==> config.mk <==
export PLATFORM = sky130hd
export DESIGN_NAME = ulx3s_boot_sequencer
export DESIGN_NICKNAME = d
export VERILOG_FILES = /design/src/rtl/ulx3s_boot_pkg.sv /design/src/rtl/ulx3s_boot_sequencer_btn_debounce.sv /design/src/rtl/ulx3s_boot_sequencer.sv
export SDC_FILE = /design/constraint.sdc
export NUM_CORES = 1
export LEC_CHECK = 0
export CORE_ASPECT_RATIO = 0.8
export CORE_UTILIZATION = 46
export CTS_CLUSTER_DIAMETER = 60
export DETAILED_ROUTE_END_ITERATION = 16
export HOLD_SLACK_MARGIN = 0.05
export PLACE_DENSITY = 0.69
export SYNTH_ARGS = -nofsm -noshare
export SYNTH_HDL_FRONTEND = slang
export SYNTH_HIERARCHICAL = 1
export SYNTH_SLANG_ARGS = --single-unit
==> constraint.sdc <==
create_clock -name clk_48mhz -period 3.05 [get_ports clk_48mhz]
set_clock_uncertainty 0.05 [all_clocks]
set_input_delay 0.915 -clock clk_48mhz [delete_from_list [all_inputs] [get_ports clk_48mhz]]
set_output_delay 0.915 -clock clk_48mhz [all_outputs]
set_load 0.005 [all_outputs]
==> src/rtl/ulx3s_boot_pkg.sv <==
// Shared state encoding and counter sizing for the ULX3S boot/exit sequencer.
package ulx3s_boot_pkg;

  typedef enum logic [1:0] {
    S_RESET  = 2'd0,
    S_RUN    = 2'd1,
    S_DETACH = 2'd2,
    S_PROGN  = 2'd3
  } boot_state_t;

  // One spare bit above $clog2 so the terminal count always fits.
  function automatic int unsigned cnt_width(input int unsigned cycles);
    return int'($clog2(cycles)) + 1;
  endfunction

endpackage

==> src/rtl/ulx3s_boot_sequencer_btn_debounce.sv <==
// 2-FF synchronizer plus debounce counter for one raw board button.
module btn_debounce
  import ulx3s_boot_pkg::*;
#(
  parameter int unsigned DEBOUNCE_CYCLES = 4096
) (
  input  logic clk_48mhz,
  input  logic reset_n,
  input  logic btn,
  output logic btn_deb
);

  localparam int unsigned CW = cnt_width(DEBOUNCE_CYCLES);

  logic [1:0]    sync;
  logic [CW-1:0] cnt;

  // A differing level must persist DEBOUNCE_CYCLES cycles to be accepted.
  always_ff @(posedge clk_48mhz) begin
    if (!reset_n) begin
      sync    <= 2'b00;
      btn_deb <= 1'b0;
      cnt     <= '0;
    end else begin
      sync <= {sync[0], btn};
      if (sync[1] == btn_deb) begin
        cnt <= '0;
      end else if (cnt == CW'(DEBOUNCE_CYCLES - 1)) begin
        btn_deb <= ~btn_deb;
        cnt     <= '0;
      end else begin
        cnt <= cnt + CW'(1);
      end
    end
  end

endmodule

==> src/rtl/ulx3s_boot_sequencer.sv <==
// Reset stretcher and USB-detach/PROGRAMN exit sequencer around the bootloader.
module ulx3s_boot_sequencer
  import ulx3s_boot_pkg::*;
#(
  parameter int unsigned RESET_CYCLES    = 32768,
  parameter int unsigned DEBOUNCE_CYCLES = 4096,
  parameter int unsigned DETACH_CYCLES   = 48000
) (
  input  logic       clk_48mhz,
  input  logic       reset_n,
  input  logic       clk_ready,
  input  logic       btn_reset,
  input  logic       btn_exit,
  input  logic       boot,
  output logic       bl_reset,
  output logic       usb_se0,
  output logic       user_programn,
  output logic [1:0] state
);

  localparam int unsigned CNT_MAX = (RESET_CYCLES > DETACH_CYCLES) ? RESET_CYCLES : DETACH_CYCLES;
  localparam int unsigned CW      = cnt_width(CNT_MAX);

  logic [1:0]    rdy_sync;
  logic          btn_reset_deb;
  logic          btn_exit_deb;
  logic          rst_cause;
  logic          exit_req;
  boot_state_t   st;
  logic [CW-1:0] cnt;

  btn_debounce #(.DEBOUNCE_CYCLES(DEBOUNCE_CYCLES)) u_deb_reset (
    .clk_48mhz (clk_48mhz),
    .reset_n   (reset_n),
    .btn       (btn_reset),
    .btn_deb   (btn_reset_deb)
  );

  btn_debounce #(.DEBOUNCE_CYCLES(DEBOUNCE_CYCLES)) u_deb_exit (
    .clk_48mhz (clk_48mhz),
    .reset_n   (reset_n),
    .btn       (btn_exit),
    .btn_deb   (btn_exit_deb)
  );

  assign rst_cause = ~rdy_sync[1] | btn_reset_deb;
  assign exit_req  = boot | btn_exit_deb;
  assign state     = st;

  // Outputs are written together with the state so they switch on the entry edge.
  always_ff @(posedge clk_48mhz) begin
    if (!reset_n) begin
      rdy_sync      <= 2'b00;
      st            <= S_RESET;
      cnt           <= '0;
      bl_reset      <= 1'b1;
      usb_se0       <= 1'b1;
      user_programn <= 1'b1;
    end else begin
      rdy_sync <= {rdy_sync[0], clk_ready};
      case (st)
        S_RESET: begin
          if (rst_cause) begin
            cnt <= '0;
          end else if (cnt == CW'(RESET_CYCLES - 1)) begin
            st       <= S_RUN;
            cnt      <= '0;
            bl_reset <= 1'b0;
            usb_se0  <= 1'b0;
          end else begin
            cnt <= cnt + CW'(1);
          end
        end
        S_RUN: begin
          if (rst_cause) begin
            st       <= S_RESET;
            cnt      <= '0;
            bl_reset <= 1'b1;
            usb_se0  <= 1'b1;
          end else if (exit_req) begin
            st      <= S_DETACH;
            cnt     <= '0;
            usb_se0 <= 1'b1;
          end
        end
        S_DETACH: begin
          if (rst_cause) begin
            st       <= S_RESET;
            cnt      <= '0;
            bl_reset <= 1'b1;
          end else if (cnt == CW'(DETACH_CYCLES - 1)) begin
            st            <= S_PROGN;
            cnt           <= '0;
            user_programn <= 1'b0;
          end else begin
            cnt <= cnt + CW'(1);
          end
        end
        S_PROGN: begin
          cnt <= '0;
        end
        default: begin
          st            <= S_RESET;
          cnt           <= '0;
          bl_reset      <= 1'b1;
          usb_se0       <= 1'b1;
          user_programn <= 1'b1;
        end
      endcase
    end
  end

endmodule

==> summary by stage <==
Die
The die span in y is between 70 and 80 um. The floorplan step defined a core boundary enclosing around 5600 um2. The area of the die is about 6200 um2.

During I/O placement, the number of pins put on the boundary was 11. The floorplan step set the die width to 87.78 um. Row generation in the floorplan step produced 24 rows. The initial standard-cell utilization of the core is 0.4874.

Synth
In this run, synthesis produced a sequential element count of 56. For this run, the number of Yosys warnings is 6. The share of async-settable or async-resettable flops after synthesis is 0. The number of enable-type register cells in the synthesized netlist is 0. Synthesis produced a netlist whose cell count is 291.

The proportion of synthesized chip area in sequential cells is 0.4140. The netlist uses 42 different library cells. In this run the cell area of the synthesized design comes to ~2700 um2. The primary flip-flop cell chosen by synthesis mapping is dfxtp_1. The number of nets handed over by synthesis was about 300. Dividing the synthesized area by the synthesized cell count gives between 9 and 10 um2.

Global route
Entering global routing, the biggest net connects 17 pins. For this run the aggregate overflow at the end of global routing stands at 0. The initial antenna violation count is 0. For this run, the total global-route usage over all layers was measured as 0.1799. The via count of the first global-routing pass was 1986. The wire length of the first global-routing pass is about 9000 um.

Layout
The share of final-layout standard cells stronger than drive strength 1 is 0.08197. The antenna diode instance count is 0. In the layout the commonest cells are 56 x dfxtp_1, 25 x nand2_1, 20 x nor2_1. The fill cell total of the finished layout is between 500 and 600.

The library cell used most frequently in the layout, excluding fill and tap cells, is dfxtp_1. The number of nets at the end of the flow is 318. Summing all multi-input logic gate instances after layout gives around 1500 um2.

The area taken by flip-flops and latches is 1121 um2. The layout overhead on the synthesized area is 11.04%.

CTS
The quantity of hold-fixing buffers added after cts is 0. The post-CTS setup buffer count is 0. The clock input transition at the sequential cells of the worst setup and hold paths is 100 ps. The CTS H-tree depth is 2. The clock tree from TritonCTS is built. Counting the buffers created by CTS gives 5.

The total number of clock tree sinks is between 50 and 60. The longest clock path from root to sink contains 2 buffers. CTS placed an instance of clkbuf_8 at the clock tree root. Post-CTS repair changed the size of 0 cells. The clock latency at the later pin of the worst-skew pair is 310 ps.

STA
The normalized max-slew margin is 0.5120. Setup repair after global routing left no endpoint under its margin. The share of the cycle needed by the critical path after routing is 0.7770. The count of endpoints failing setup in the final report is 0. For the pin with the worst max-slew slack, the measured transition is 726.0 ps. The minimum clock period after layout is 2370 ps. The final number of max-transition violations was 0. The setup total negative slack is 0 ps.

Hold is met by 381.8 ps. Static timing analysis puts the maximum clock frequency at ~420 MHz. The final hold violation count was 0.

Min path
The startpoint identified for the worst hold timing path is u_deb_reset/sync[0]. The type of the tightest min-delay check is register to register. The sink of the worst hold path is u_deb_reset/sync[1]. Along the worst hold path, the cell count comes to 1.

Setup path
The worst register-to-register path ends at cnt[12]. In this run the register-to-register setup slack is approximately 700 ps. Of all nets on the critical path, the largest fanout is 14. The critical path is of the input port to register type. The biggest cell delay along the critical path is 410 ps. The slowest cell on the critical path is clkdlybuf4s50_1. In this run the critical register-to-register path is launched from cnt[0].

STA classifies the critical path startpoint as an input port. Data on the critical path is required at its endpoint by between 3000 and 4000 ps. Counting both buffers and inverters, the worst setup path holds a total of 1.

The number of cells on the worst reg-to-reg path is 6. Walking the worst path, the cells encountered are clkdlybuf4s50_1, nor3b_2, nand2_1, nand4b_1, xor2_1, nor2_1. The kind of capture point of the worst setup path is a register.

The kind of cell with the highest combined delay along the critical path is simple AND/OR/NAND/NOR gates. Data on the critical path arrives at its endpoint at 2500 ps.

Drt
After detailed routing, the number of remaining DRC violations is 0. The routed length per placed instance is 13.28 um. The remaining antenna violation count is 0. The final route contains approximately 2100 vias. After detailed routing, the total wire length is ~5100 um.

The first detailed-routing pass ran for 4 iterations. The number of vias per cell is ~5.6. The first-iteration detailed-routing DRC count is 98.

Placed design
The port buffer count is 10. The congestion estimate from routability-driven global placement came to 0.8022. The HPWL after detailed placement is ~3600 um.

Job
The reported max-cap violation count is 0.

Power
The maximum vdd ir drop is 0.0001856 V. The leakage power summed over all cells is 0.9753 nW. The total chip power is between 1 and 1.5 mW.

The power density over the cells is around 420 nW/um2.

Outcome
The flow ran to the end, and the final reports show no timing, DRC or antenna violations.
==> through the flow <==
| step | utilization | setup slack [ps] | instances | instance area (um2) |
|---|---|---|---|---|
| finish | 0.5412 | 680.2 | 383 | 3007 |
| global placement | 0.5218 | 386.6 | 375 | 2899 |
| floorplan | - | 1058 | 291 | 2708 |
| detailed placement | 0.5218 | 352.6 | 375 | 2899 |
| global route | 0.5412 | 501.9 | 383 | 3007 |
| CTS | 0.5412 | 690.7 | 383 | 3007 |
==> synth_stat cells, drive strengths merged, types with 4 or more instances <==
| cell type | count | area share |
|---|---|---|
| a21oi | 7 | 0.014 |
| dfxtp | 56 | 0.41 |
| nor2 | 20 | 0.028 |
| mux2i | 4 | 0.015 |
| xnor2 | 6 | 0.019 |
| buf | 6 | 0.012 |
| xor2 | 15 | 0.049 |
| o41ai | 4 | 0.013 |
| and2 | 7 | 0.016 |
| nand4 | 12 | 0.039 |
| inv | 10 | 0.014 |
| o21ai | 13 | 0.024 |
| nor2b | 4 | 0.012 |
| nand3 | 17 | 0.031 |
| ha | 8 | 0.037 |
| nor3 | 12 | 0.024 |
| and4 | 6 | 0.019 |
| nor3b | 5 | 0.016 |
| or3 | 8 | 0.018 |
| nand2 | 25 | 0.035 |
| a211oi | 15 | 0.043 |
| nand4b | 6 | 0.019 |
==> power by group <==
part           switching (mW)  internal (mW)
clock                   0.234          0.244
sequential            0.00470          0.738
combinational          0.0184         0.0196
total                   0.258           1.00
==> registers in the layout (all words and copies together), names as in the netlist <==
name                 count
u_deb_exit/btn_deb       1
rdy_sync                 2
u_deb_reset/cnt         13
cnt                     17
usb_se0                  1
u_deb_reset/btn_deb      1
u_deb_exit/cnt          13
state                    2
bl_reset                 1
u_deb_reset/sync         2
user_programn            1
u_deb_exit/sync          2
==> cell type report <==
class,instances,share of cell area
clock buffer,6,0.02414
clock inverter,2,0.01165
inverter,10,0.01248
multi-input combinational,216,0.5006
sequential,56,0.3729
tap,78,0.03246
timing repair buffer,15,0.04578
==> cells by family (layout without fill, tap and decap cells) <==
group	Yosys count	in the layout	share of synthesized area
AOI/OAI and AO/OA	48	48	0.1280
xor gates and xnor gates	21	21	0.06793
adders and majority gates	8	8	0.03697
buffers and inverters	19	33	0.03004
DFF	56	56	0.4140
muxes	4	4	0.01479
and+or+nand+nor	135	135	0.3082
==> routing by layer <==
layer / GRT usage / up-vias / wire length (um)
met5: 0 / - / 0
met4: 0.06193 / 0 / 61
li1: - / 1106 / -
met2: 0.2679 / 31 / 2153
met3: 0.03734 / 8 / 181
met1: 0.2577 / 994 / 2691
==> how the worst max path moves through the flow <==
| stage | start | end | cells past startpoint |
|---|---|---|---|
| after floorplan | boot | state[0] | 5 |
| after global placement | boot | cnt[12] | 6 |
| after detailed placement | boot | cnt[12] | 6 |
| after CTS | boot | cnt[12] | 6 |
| after global routing | boot | cnt[8] | 6 |
| final | boot | cnt[12] | 6 |
==> worst register-to-register path, cell delays in order, from the launching register on <==
cell and delay (ps):
dfxtp_1 430, ha_1 230, nand4b_1 210, nor4_2 500
nor3_1 190, o31ai_4 500, nor2_1 110
(Power assumes the default switching activity.)
